$ cat src/rtl/control_unit_if.sv
// rtl/control_unit_if.sv - instruction fields in, datapath control strobes out
interface control_unit_if;
    logic [5:0] op;
    logic [5:0] funct;
    logic       irq;
    logic [1:0] aluControl;
    logic [1:0] aluSrcB;
    logic       aluSrcA;
    logic [1:0] PCSource;
    logic       PCWrite;
    logic       isBranch;
    logic       lorD;
    logic       MemWrite;
    logic       IRWrite;
    logic       MemtoReg;
    logic       RegDst;
    logic       RegWrite;
    logic       isInterrupted;
    logic [3:0] state;
    logic       illegal;

    modport master (
        input  op, funct, irq,
        output aluControl, aluSrcB, aluSrcA, PCSource, PCWrite, isBranch, lorD,
               MemWrite, IRWrite, MemtoReg, RegDst, RegWrite, isInterrupted,
               state, illegal
    );

    modport slave (
        output op, funct, irq,
        input  aluControl, aluSrcB, aluSrcA, PCSource, PCWrite, isBranch, lorD,
               MemWrite, IRWrite, MemtoReg, RegDst, RegWrite, isInterrupted,
               state, illegal
    );
endinterface

$ cat src/rtl/control_unit.sv
// rtl/control_unit.sv - multicycle MIPS Moore controller with interrupt fetch path
module control_unit (
    input  logic                 clk,
    input  logic                 rst_n,
    control_unit_if.master       bus
);
    typedef enum logic [3:0] {
        S_RESET    = 4'd0,
        S_FETCH    = 4'd1,
        S_DECODE   = 4'd2,
        S_MEMADR   = 4'd3,
        S_MEMREAD  = 4'd4,
        S_MEMWB    = 4'd5,
        S_MEMWRITE = 4'd6,
        S_EXECUTE  = 4'd7,
        S_ALUWB    = 4'd8,
        S_BRANCH   = 4'd9,
        S_ADDIEXEC = 4'd10,
        S_ADDIWB   = 4'd11,
        S_JUMP     = 4'd12,
        S_INTR     = 4'd13
    } state_t;

    localparam logic [5:0] OP_RTYPE = 6'b000000;
    localparam logic [5:0] OP_LW    = 6'b100011;
    localparam logic [5:0] OP_SW    = 6'b101011;
    localparam logic [5:0] OP_ADDI  = 6'b001000;
    localparam logic [5:0] OP_BEQ   = 6'b000100;
    localparam logic [5:0] OP_J     = 6'b000010;

    localparam logic [5:0] FN_ADD = 6'b100000;
    localparam logic [5:0] FN_SUB = 6'b100010;
    localparam logic [5:0] FN_AND = 6'b100100;
    localparam logic [5:0] FN_OR  = 6'b100101;

    state_t curState;
    state_t nextState;
    logic   pending;
    logic   illegalFlag;
    logic   illegalSet;
    logic   rtypeOk;
    logic   isNop;
    state_t fetchPoint;

    always_ff @(posedge clk or negedge rst_n) begin
        if (!rst_n) begin
            curState    <= S_RESET;
            pending     <= 1'b0;
            illegalFlag <= 1'b0;
        end else begin
            curState <= nextState;
            // A new request on the INTR exit edge must survive the clear.
            if (bus.irq)
                pending <= 1'b1;
            else if (curState == S_INTR)
                pending <= 1'b0;
            if (illegalSet)
                illegalFlag <= 1'b1;
        end
    end

    always_comb begin
        rtypeOk = (bus.funct == FN_ADD) || (bus.funct == FN_SUB) ||
                  (bus.funct == FN_AND) || (bus.funct == FN_OR);
        isNop   = (bus.op == OP_RTYPE) && (bus.funct == 6'b000000);
        fetchPoint = (pending || bus.irq) ? S_INTR : S_FETCH;
    end

    always_comb begin
        nextState  = S_FETCH;
        illegalSet = 1'b0;
        case (curState)
            S_RESET:    nextState = S_FETCH;
            S_FETCH:    nextState = S_DECODE;
            S_INTR:     nextState = S_DECODE;
            S_DECODE: begin
                case (bus.op)
                    OP_LW, OP_SW: nextState = S_MEMADR;
                    OP_ADDI:      nextState = S_ADDIEXEC;
                    OP_BEQ:       nextState = S_BRANCH;
                    OP_J:         nextState = S_JUMP;
                    OP_RTYPE: begin
                        if (rtypeOk) begin
                            nextState = S_EXECUTE;
                        end else begin
                            nextState  = fetchPoint;
                            illegalSet = !isNop;
                        end
                    end
                    default: begin
                        nextState  = fetchPoint;
                        illegalSet = 1'b1;
                    end
                endcase
            end
            S_MEMADR:   nextState = (bus.op == OP_LW) ? S_MEMREAD : S_MEMWRITE;
            S_MEMREAD:  nextState = S_MEMWB;
            S_EXECUTE:  nextState = S_ALUWB;
            S_ADDIEXEC: nextState = S_ADDIWB;
            S_MEMWB, S_MEMWRITE, S_ALUWB, S_ADDIWB, S_BRANCH, S_JUMP:
                        nextState = fetchPoint;
            default:    nextState = S_FETCH;
        endcase
    end

    always_comb begin
        bus.aluControl    = 2'b00;
        bus.aluSrcB       = 2'b00;
        bus.aluSrcA       = 1'b0;
        bus.PCSource      = 2'b00;
        bus.PCWrite       = 1'b0;
        bus.isBranch      = 1'b0;
        bus.lorD          = 1'b0;
        bus.MemWrite      = 1'b0;
        bus.IRWrite       = 1'b0;
        bus.MemtoReg      = 1'b0;
        bus.RegDst        = 1'b0;
        bus.RegWrite      = 1'b0;
        bus.isInterrupted = 1'b0;
        case (curState)
            S_FETCH, S_INTR: begin
                bus.IRWrite       = 1'b1;
                bus.PCWrite       = 1'b1;
                bus.aluSrcB       = 2'b01;
                bus.isInterrupted = (curState == S_INTR);
            end
            // Speculative branch target computed while the opcode is decoded.
            S_DECODE:   bus.aluSrcB = 2'b11;
            S_MEMADR, S_ADDIEXEC: begin
                bus.aluSrcA = 1'b1;
                bus.aluSrcB = 2'b10;
            end
            S_MEMREAD:  bus.lorD = 1'b1;
            S_MEMWRITE: begin
                bus.lorD     = 1'b1;
                bus.MemWrite = 1'b1;
            end
            S_MEMWB: begin
                bus.MemtoReg = 1'b1;
                bus.RegWrite = 1'b1;
            end
            S_ADDIWB:   bus.RegWrite = 1'b1;
            S_ALUWB: begin
                bus.RegDst   = 1'b1;
                bus.RegWrite = 1'b1;
            end
            S_EXECUTE: begin
                bus.aluSrcA = 1'b1;
                case (bus.funct)
                    FN_SUB:  bus.aluControl = 2'b01;
                    FN_AND:  bus.aluControl = 2'b10;
                    FN_OR:   bus.aluControl = 2'b11;
                    default: bus.aluControl = 2'b00;
                endcase
            end
            S_BRANCH: begin
                bus.aluSrcA    = 1'b1;
                bus.aluControl = 2'b01;
                bus.PCSource   = 2'b01;
                bus.isBranch   = 1'b1;
            end
            S_JUMP: begin
                bus.PCSource = 2'b10;
                bus.PCWrite  = 1'b1;
            end
            default: ;
        endcase
    end

    assign bus.state   = curState;
    assign bus.illegal = illegalFlag;
endmodule
$ cat src/flat_wrapper.sv
// flat-port wrapper written by rule: the top's interface ports become plain ports
module control_unit_flat 
  (clk, rst_n, bus_op, bus_funct, bus_irq, bus_aluControl, bus_aluSrcB, bus_aluSrcA, bus_PCSource, bus_PCWrite, bus_isBranch, bus_lorD, bus_MemWrite, bus_IRWrite, bus_MemtoReg, bus_RegDst, bus_RegWrite, bus_isInterrupted, bus_state, bus_illegal);
  control_unit_if bus_i ();
  input  logic clk;
  input  logic rst_n;
  input wire logic [$bits(bus_i.op)-1:0] bus_op;
  input wire logic [$bits(bus_i.funct)-1:0] bus_funct;
  input wire logic [$bits(bus_i.irq)-1:0] bus_irq;
  output wire logic [$bits(bus_i.aluControl)-1:0] bus_aluControl;
  output wire logic [$bits(bus_i.aluSrcB)-1:0] bus_aluSrcB;
  output wire logic [$bits(bus_i.aluSrcA)-1:0] bus_aluSrcA;
  output wire logic [$bits(bus_i.PCSource)-1:0] bus_PCSource;
  output wire logic [$bits(bus_i.PCWrite)-1:0] bus_PCWrite;
  output wire logic [$bits(bus_i.isBranch)-1:0] bus_isBranch;
  output wire logic [$bits(bus_i.lorD)-1:0] bus_lorD;
  output wire logic [$bits(bus_i.MemWrite)-1:0] bus_MemWrite;
  output wire logic [$bits(bus_i.IRWrite)-1:0] bus_IRWrite;
  output wire logic [$bits(bus_i.MemtoReg)-1:0] bus_MemtoReg;
  output wire logic [$bits(bus_i.RegDst)-1:0] bus_RegDst;
  output wire logic [$bits(bus_i.RegWrite)-1:0] bus_RegWrite;
  output wire logic [$bits(bus_i.isInterrupted)-1:0] bus_isInterrupted;
  output wire logic [$bits(bus_i.state)-1:0] bus_state;
  output wire logic [$bits(bus_i.illegal)-1:0] bus_illegal;
  assign bus_i.op = bus_op;
  assign bus_i.funct = bus_funct;
  assign bus_i.irq = bus_irq;
  assign bus_aluControl = bus_i.aluControl;
  assign bus_aluSrcB = bus_i.aluSrcB;
  assign bus_aluSrcA = bus_i.aluSrcA;
  assign bus_PCSource = bus_i.PCSource;
  assign bus_PCWrite = bus_i.PCWrite;
  assign bus_isBranch = bus_i.isBranch;
  assign bus_lorD = bus_i.lorD;
  assign bus_MemWrite = bus_i.MemWrite;
  assign bus_IRWrite = bus_i.IRWrite;
  assign bus_MemtoReg = bus_i.MemtoReg;
  assign bus_RegDst = bus_i.RegDst;
  assign bus_RegWrite = bus_i.RegWrite;
  assign bus_isInterrupted = bus_i.isInterrupted;
  assign bus_state = bus_i.state;
  assign bus_illegal = bus_i.illegal;
  control_unit u_core (.clk(clk), .rst_n(rst_n), .bus(bus_i));
endmodule
$ cat config.mk
export PLATFORM = sky130hd
export DESIGN_NAME = control_unit_flat
export DESIGN_NICKNAME = d
export VERILOG_FILES = /design/src/rtl/control_unit_if.sv /design/src/rtl/control_unit.sv /design/src/flat_wrapper.sv
export SDC_FILE = /design/constraint.sdc
export NUM_CORES = 1
export LEC_CHECK = 0
export ABC_CLOCK_PERIOD_IN_PS = 1960
export CORE_AREA = 2 2 46 48
export DETAILED_ROUTE_END_ITERATION = 10
export DIE_AREA = 0 0 48 50
export PLACE_DENSITY = 0.77
export SLEW_MARGIN = 20
export SYNTH_ARGS = -nofsm -noshare
export SYNTH_HDL_FRONTEND = slang
export SYNTH_SLANG_ARGS = --single-unit
$ cat constraint.sdc
create_clock -name clk -period 1.96 [get_ports clk]
set_clock_uncertainty 0.2 [all_clocks]
set_input_delay 0.294 -clock clk [delete_from_list [all_inputs] [get_ports clk]]
set_output_delay 0.294 -clock clk [all_outputs]
set_load 0.02 [all_outputs]
Word-level counts from Yosys, hierarchy flattened

Index checks and enable logic that the tools add are counted.

Bits in registers: 6
Bits of input ports: 15
Output and inout port bits: 21
Word-level logic and storage cells: 67

Equality and inequality tests: 22
Multiplexer cells: 24
Reductions and logical operators: 18

Operator list:

| operator                                                         | number |
|---|---|
| 6-bit == test (second input constant)                            | 6 |
| 4-bit one-hot mux with 7 select lines                            | 1 |
| 4-bit == test (second input constant)                            | 6 |
| 4-bit one-hot mux with 5 select lines                            | 1 |
| 4-bit by 3-bit == test with 1-bit output (second input constant) | 4 |
| 1-bit two-way mux                                                | 14 |
| 6-bit zero test                                                  | 2 |
| 2-bit one-hot mux with 3 select lines                            | 2 |
| 4-bit by 2-bit == test with 1-bit output (second input constant) | 2 |
| 4-bit two-way mux                                                | 2 |
| 2-bit one-hot mux with 2 select lines                            | 2 |
| 2-bit OR reduction                                               | 4 |
| 6-bit by 2-bit == test with 1-bit output (second input constant) | 1 |
| 6-bit by 3-bit == test with 1-bit output (second input constant) | 1 |
| 6-bit by 4-bit == test with 1-bit output (second input constant) | 1 |
| 3-bit OR reduction                                               | 2 |
| 6-bit OR reduction                                               | 1 |
| 5-bit OR reduction                                               | 1 |
| 4-bit by 1-bit == test with 1-bit output (second input constant) | 1 |
| 1-bit logical OR                                                 | 4 |
| 4-bit OR reduction                                               | 1 |
| 2-bit two-way mux                                                | 1 |
| 1-bit one-hot mux with 2 select lines                            | 1 |
| 2-bit nonzero test                                               | 1 |
| other kinds (2)                                                  | 2 |

Depth between registers and ports, before layout

Gate-level depths: netlist of run 1.

Word-level depth: 7
Gate-level depth with buffers: 6
Mapped depth without buffers: 5

Worst setup path before layout of run 1

Ideal clock, no wire load.

Kind: reg-to-output
Start point: register u_core.curState[3] (netlist: u_core.bus.state[3])
End point: output bus_RegWrite
Arrival: 1.717 ns
Data required time: 1.466 ns
Setup slack: -0.251 ns
Stages on the path, launching flop included: 5
Cell sequence: dfrtp_1 clkbuf_1 nand2_1 nor3_1 a21o_1

Word-level cells in the longest chain between the ends: 3
Elaborated cells on any way between the ends: 5

Ends and longest elaborated chain:

| element                                                                   | line                | text |
|---|---|---|
| from (decl)                                                               | control_unit.sv:36  | `state_t curState;` |
| from (signal assigned)                                                    | control_unit.sv:51  | `curState <= nextState;` |
| 4-bit by 3-bit == test with 1-bit output or 4-bit == test (tied branches) | control_unit.sv:120 | `case (curState)` |
| 3-bit OR reduction (no line) *                                            | -                   |  |
| 1-bit two-way mux *                                                       | control_unit.sv:120 |  |
| to (decl)                                                                 | flat_wrapper.sv:21  | `output wire logic [$bits(bus_i.RegWrite)-1:0] bus_RegWrite;` |

Mark *: on every way between the ends. The rest lies on a longest branch, timed or not.

Worst setup path in the final report of run 1

Start point: register u_core.curState[1] (netlist: u_core.bus.state[1])
End point: output bus_aluControl[0]

Word-level cells in the longest chain between the ends: 2
Elaborated cells on any way between the ends: 3

Ends and longest elaborated chain:

| element                                                                   | line                | text |
|---|---|---|
| 4-bit == test or 4-bit by 3-bit == test with 1-bit output (tied branches) | control_unit.sv:120 |  |
| 2-bit one-hot mux with 2 select lines *                                   | control_unit.sv:120 |  |
| to (decl)                                                                 | flat_wrapper.sv:10  | `output wire logic [$bits(bus_i.aluControl)-1:0] bus_aluControl;` |

Marks and branches as above.

==> results of run 1 <==
[worst max-delay path, delay by kind of cell, from the launching register on]
family,cells,cell delay [ns]
buffers and inverters,3,0.43
DFF,1,0.46
AOI/OAI and AO/OA,1,0.16
and+or+nand+nor,2,0.16
[what timing repair did]
item                       CTS  global route
gates resized for setup     60            38
setup buffers                2             3
gates cloned                 0             0
setup endpoints to repair   19            19
pin swaps                    4             5
hold endpoints to repair     0             0
[report_power, final]
group | total, mW | internal, mW | switching [mW] | leakage (nW)
Clock | 0.121 | 0.0697 | 0.0508 | 0.0138
Sequential | 0.252 | 0.179 | 0.0735 | 0.0626
Combinational | 1.67 | 0.818 | 0.847 | 0.630
[cells in the final DEF (no fill, tap or decap), types with 3 or more instances in the layout]
| cell type | instances |
|---|---|
| a21oi_1 | 8 |
| buf_2 | 8 |
| buf_4 | 39 |
| buf_6 | 3 |
| clkbuf_4 | 3 |
| clkdlybuf4s50_1 | 12 |
| dfrtp_1 | 4 |
| dlymetal6s2s_1 | 5 |
| inv_1 | 3 |
| nand2_1 | 4 |
| nand2b_4 | 3 |
| nor2_1 | 16 |
| nor2_2 | 3 |
| o21ai_0 | 5 |
[layer usage]
| layer | up-vias | share of wire | global-route usage |
|---|---|---|---|
| li1 | 521 | - | - |
| met1 | 528 | 0.41 | 0.317 |
| met2 | 65 | 0.51 | 0.407 |
| met3 | 4 | 0.069 | 0.0879 |
| met4 | 0 | 0.012 | 0.0991 |
| met5 | - | 0 | 0 |
[worst max-delay path by stage]
stage / end / startpoint / depth (start not counted)
after floorplan: bus_PCWrite / u_core.bus.state[3]$_DFF_PN0_ / 5
after global placement: bus_aluControl[0] / bus_funct[1] / 6
after detailed placement: bus_aluControl[0] / bus_funct[1] / 6
after CTS: bus_aluControl[0] / u_core.bus.state[2]$_DFF_PN0_ / 6
after global routing: bus_aluControl[0] / u_core.bus.state[1]$_DFF_PN0_ / 6
final: bus_aluControl[0] / u_core.bus.state[1]$_DFF_PN0_ / 6
[state kept, by name, indices dropped and copies added (netlist names)]
register and count:
u_core.pending 1, u_core.bus.state 4, u_core.bus.illegal 1
[cell type report]
cell class / count / share of cell area
clock buffer: 3 / 0.0153
inverter: 4 / 0.0102
sequential: 6 / 0.104
tap: 27 / 0.0230
multi-input combinational: 86 / 0.428
timing repair buffer: 74 / 0.420
[metrics by stage]
| stage | TNS (ns) | power, mW |
|---|---|---|
| after floorplan | 0 | 0.990 |
| after global placement | -3.07 | 1.74 |
| after detailed placement | -3.48 | 1.76 |
| after CTS | -0.0725 | 1.87 |
| after global routing | -0.121 | 2.18 |
| final | -0.00179 | 2.04 |
[cell families (layout without fill, tap and decap cells)]
logic type | Yosys count | in the layout | synth area share
flip-flops | 6 | 6 | 0.206
buffers and inverters | 10 | 81 | 0.0583
AO/OA/AOI/OAI | 34 | 34 | 0.353
multiplexers | 1 | 1 | 0.0137
AND/OR/NAND/NOR | 50 | 50 | 0.357
XOR/XNOR | 1 | 1 | 0.0120
==> results by group, run 1 <==
Outcome
  • Outcome: finished with violations
  • Failing checks: setup timing

STA
  • Hold_ws: 0.0889 ns
  • Worst Tran Pin Value: 0.303 ns
  • Final Hold Fails: 0
  • Max-slew violation count: 0
  • Final Cycle Share: 1.00
  • Min setup slack post-route: -0.00179 ns
  • Fmax: 0.510 GHz
  • Setup-failing EPs final: 1
  • Minimum clock period: 1.96 ns
  • Max-slew headroom: 0.797
  • RSZ-0062 raised after global routing: true

Worst hold path
  • Hold Path Class: input pin to asynchronous set/reset pin

Yosys
  • Synth async-reset ratio: 1.00
  • Largest area contributor in the synthesized netlist: dfrtp_1
  • Synth Warn #: 0
  • Mapped cell area: 729 um2
  • Ys flop type: dfrtp_1
  • Top-count cell post-synth: nor2_1
  • Mapped Avg Cell Area: 7.15 um2
  • Synthesized netlist net count: 117
  • Seq/Total Area, Yosys: 0.206
  • Post-synth EDFFs: 0
  • Register bit count reported by yosys: 6
  • Largest cells by area after synthesis: dfrtp_1 (21%), nor2_1 (9.8%), a21oi_1 (5.5%)
  • Post-synthesis cell type count: 43
  • Commonest cells post-synth: nor2_1 (19), a21oi_1 (8), dfrtp_1 (6), nand2_1 (6), o21ai_0 (5)
  • Area share of the largest cell type after synthesis: 0.206
  • Syn Inst Count: 102

GRT
  • Vias in the first global route: 1064
  • GR Overflow Total: 0
  • Tot GR Track Use: 0.260
  • First-pass GRT wire length: 4600 um
  • Initial antenna violation count: 0
  • Pin count of the biggest net entering global routing: 14

Final layout
  • Post-Route Utilization: 0.773
  • Layout Cells excl Fill: 200
  • Area Overhead vs Synth: 102%
  • Footprint of the multi-input gates: 629 um2
  • Design Area, Final: 0.00147 mm2
  • Nets: 190
  • Antenna Cells: 0
  • Sequential Area: 153 um2
  • Share of layout cells above drive strength 1: 0.480
  • FILL cells: 129

Drt
  • DRC viols: 0
  • Via count: 1118
  • DRT iter0 DRCs: 42
  • Via density: 5.59
  • Number of routed nets with antenna violations: 0
  • WL/cell: 14.9 um
  • Post-Route WL: 2990 um
  • Drt pass-1 iters: 4

Place
  • Placed cells: 192
  • Dpl hpwl: 2060 um
  • DP Worst Slack: -0.480 ns
  • Final Wtd Congestion: 0.807
  • Placed instance area: 0.00135 mm2
  • Number of buffers inserted by port buffering: 35

Setup path
  • Worst Path Max Fanout: 7
  • Slowest stage delay, CP: 0.46 ns
  • Reg2reg start: u_core.bus.state[1]$_DFF_PN0_
  • Slowest cell on crit path: dfrtp_2
  • WP data arrival: 1.47 ns
  • CP cell instances: buf_4 -> buf_4 -> nand4_1 -> nor2_1 -> o21a_1 -> buf_2
  • Reg2Reg Setup Slack: 0.07 ns
  • R2R Path End: u_core.bus.state[1]$_DFF_PN0_
  • Setup CP Type: flop to primary output
  • CP Data Required Time: 1.47 ns
  • CP most frequent cell: buf_4
  • Crit path capture type: primary output
  • R2R depth: 6
  • Critical path launch point type: flop

Clock tree
  • Hold buffer count at CTS: 0
  • CTS buffer count: 3
  • Clk root buf: clkbuf_4
  • CTS max path bufs: 2
  • Clock Sinks: 6
  • CTS tree: yes
  • Htree depth: 1
  • CTS clk-pin slew, worst paths: 0.06 ns
  • Later-pin clock latency in the skew report: 0.26 ns

Floorplanning
  • Die height: 50 um
  • Die W: 48 um
  • Initial Util: 0.384
  • Row cnt: 16
  • Core area: 0.00190 mm2
  • Die area: 0.00240 mm2
  • Ports: 36

Power
  • PD cells: 1390 mW/mm2
  • VDD IR max: 0.865 mV
  • Leak: 0.706 nW

Run
  • Max_cap viols: 0
No activity file was read; power rests on OpenSTA's default activity.
==> run 2, diff against run 1 <==
--- a/config.mk
+++ b/config.mk
@@ -14,3 +14,4 @@
 export SYNTH_ARGS = -nofsm -noshare
 export SYNTH_HDL_FRONTEND = slang
 export SYNTH_SLANG_ARGS = --single-unit
+export TNS_END_PERCENT = 10
==> results by group, run 2 (synthesis gave the netlist of run 1 again) <==
Outcome
  • Outcome: finished with violations (unchanged)
  • Failing checks: setup timing (unchanged)

Drt
  • Drt pass-1 iters: 4 (unchanged)
  • Post-Route WL: 2830 um (was 2990 um)
  • Via density: 5.43 (was 5.59)
  • DRC viols: 0 (unchanged)
  • WL/cell: 14.6 um (was 14.9 um)
  • DRT iter0 DRCs: 54 (was 42)
  • Number of routed nets with antenna violations: 0 (unchanged)
  • Via count: 1054 (was 1118)

Floorplanning
  • Ports: 36 (unchanged)
  • Initial Util: 0.384 (unchanged)
  • Core area: 0.00190 mm2 (unchanged)
  • Die W: 48 um (unchanged)
  • Row cnt: 16 (unchanged)
  • Die height: 50 um (unchanged)
  • Die area: 0.00240 mm2 (unchanged)

GRT
  • Initial antenna violation count: 0 (unchanged)
  • Pin count of the biggest net entering global routing: 14 (unchanged)
  • First-pass GRT wire length: 4250 um (was 4600 um)
  • GR Overflow Total: 0 (unchanged)
  • Vias in the first global route: 1021 (was 1064)
  • Tot GR Track Use: 0.243 (was 0.260)

Setup path
  • Largest delay contributor family on the critical path: compound AO/OA/AOI/OAI gates (was flip-flops)
  • Slowest stage delay, CP: 0.56 ns (was 0.46 ns)
  • Crit path capture type: flop (was primary output)
  • Setup CP Type: input pin to flop (was flop to primary output)
  • WP data arrival: 1.90 ns (was 1.47 ns)
  • Slowest cell on crit path: or4_4 (was dfrtp_2)
  • CP Data Required Time: 1.88 ns (was 1.47 ns)
  • Critical path launch point type: input pin (was flop)
  • Worst Path Buf+Inv: 1 (was 3)
  • Reg2Reg Setup Slack: 0.14 ns (was 0.07 ns)
  • Worst Path Max Fanout: 3 (was 7)
  • CP cell instances: clkdlybuf4s50_1 -> or4_4 -> a31oi_4 -> o21ai_1 -> a221o_1 (was buf_4 -> buf_4 -> nand4_1 -> nor2_1 -> o21a_1 -> buf_2)

Clock tree
  • CTS max path bufs: 2 (unchanged)
  • CTS tree: yes (unchanged)
  • Hold buffer count at CTS: 0 (unchanged)
  • Clk root buf: clkbuf_4 (unchanged)
  • Htree depth: 1 (unchanged)
  • CTS clk-pin slew, worst paths: 0.06 ns (about the same)
  • Post-CTS Setup Bufs: 0 (was 2)
  • CTS buffer count: 3 (unchanged)
  • Later-pin clock latency in the skew report: 0.25 ns (was 0.26 ns)
  • Clock Sinks: 6 (unchanged)

STA
  • Setup-failing EPs final: 1 (unchanged)
  • Min setup slack post-route: -0.0147 ns (was -0.00179 ns)
  • Max-slew headroom: 0.784 (was 0.797)
  • Final Hold Fails: 0 (unchanged)
  • Max-slew violation count: 0 (unchanged)
  • RSZ-0062 raised after global routing: true (unchanged)
  • Final Cycle Share: 1.01 (was 1.00)
  • Fmax: 0.506 GHz (was 0.510 GHz)
  • Worst Tran Pin Value: 0.321 ns (was 0.303 ns)
  • Minimum clock period: 1.97 ns (was 1.96 ns)

Final layout
  • Sequential Area: 153 um2 (unchanged)
  • Area Overhead vs Synth: 91.9% (was 102%)
  • Nets: 184 (was 190)
  • Most common cell after layout, fill and taps aside: buf_4 (unchanged)
  • Design Area, Final: 0.00140 mm2 (was 0.00147 mm2)
  • Footprint of the multi-input gates: 619 um2 (was 629 um2)
  • Number of flip-flops in the largest register: 4 (unchanged)
  • Share of layout cells above drive strength 1: 0.419 (was 0.480)
  • Antenna Cells: 0 (unchanged)
  • FILL cells: 141 (was 129)
  • Most frequent cells in the layout: buf_4 (35), nor2_1 (15), clkdlybuf4s50_1 (12), buf_2 (8) (was buf_4 (39), nor2_1 (16), clkdlybuf4s50_1 (12), a21oi_1 (8), buf_2 (8))

Place
  • Final Wtd Congestion: 0.903 (was 0.807)
  • Placed instance area: 0.00134 mm2 (was 0.00135 mm2)
  • Dpl hpwl: 2140 um (was 2060 um)
  • Number of buffers inserted by port buffering: 35 (unchanged)

Power
  • Total power: 1.85 mW (was 2.04 mW)
  • Net Sw Power: 906 uW (was 972 uW)
  • Sw Share: 0.489 (was 0.477)
  • Comb power frac: 0.798 (was 0.817)
  • Cell-internal power: 945 uW (was 1.07 mW)
  • VDD IR max: 0.910 mV (was 0.865 mV)
  • Leak: 0.663 nW (was 0.706 nW)
  • PD cells: 1320 mW/mm2 (was 1390 mW/mm2)
  • Clock group share of total power: 0.067 (was 0.059)
  • Reg power frac: 0.135 (was 0.124)

Worst hold path
  • Hold Path Class: input pin to asynchronous set/reset pin (unchanged)

Run
  • Max_cap viols: 0 (unchanged)
run 2: cell count changes in the layout (fill, tap and decap cells not counted), moves of 2 or more:
cell      delta
a21oi_1      -2
buf_4        -4
nand2b_4     -2
nor2b_2      -2
nor2b_1      +2
a21oi_2      +2
nand2b_1     +2
buf_6        -3
run 2: final cells by class:
cell class	count	area share
Inverter	4	0.0107
Sequential cell	6	0.109
Multi-Input combinational cell	86	0.442
Timing Repair Buffer	68	0.398
Clock buffer	3	0.0161
Tap cell	27	0.0241
run 2: worst register-to-register path, stage by stage (launching register included):
cell	delay, ns
dfrtp_1	0.39
buf_4	0.18
or3_1	0.37
buf_4	0.17
a2111oi_4	0.31
a211o_1	0.14
run 2: final timing paths:
check                                               start                        endpoint  cells past startpoint
max in group asynchronous                           rst_n   u_core.bus.state[3]$_DFF_PN0_                      1
hold reg to reg            u_core.bus.illegal$_DFFE_PN0P_  u_core.bus.illegal$_DFFE_PN0P_                      2
setup reg to reg            u_core.bus.state[2]$_DFF_PN0_   u_core.bus.state[1]$_DFF_PN0_                      5
min in group clk           u_core.bus.illegal$_DFFE_PN0P_  u_core.bus.illegal$_DFFE_PN0P_                      2
setup / recovery                                bus_op[2]   u_core.bus.state[3]$_DFF_PN0_                      5
hold / removal                                      rst_n   u_core.bus.state[0]$_DFF_PN0_                      1
run 2: metal layers:
metal,GRT usage,up-vias,part of all wire
met4,0.0856,0,0.0067
met5,0,-,0
met2,0.447,57,0.55
li1,-,508,-
met3,0.0366,2,0.069
met1,0.260,487,0.37
run 2: power groups by stage:
stage,Sequential [mW],Combinational [mW],Clock [mW]
global route,0.259,1.59,0.130
CTS,0.242,1.47,0.122
detailed placement,0.238,1.54,0
floorplan,0.284,0.704,0
finish,0.250,1.48,0.124
global placement,0.236,1.50,0
run 2: what timing repair did:
| item | 4_1_cts | 5_1_grt |
|---|---|---|
| setup endpoints to repair | 21 | 18 |
| gates resized for setup | 48 | 34 |
| pin swaps | 0 | 5 |
run 2: through the flow:
step                      TNS, ns  cells  hold WS [ns]  utilization  setup WS (ns)
after floorplan            -0.146    102        -0.202            -        -0.0480
after global placement      -2.79    191         0.274        0.707         -0.434
after detailed placement    -3.24    191         0.281        0.707         -0.461
after CTS                  -0.321    194         0.106        0.718         -0.128
after global routing       -0.139    194         0.119        0.736        -0.0632
final                     -0.0147    194         0.105        0.736        -0.0147
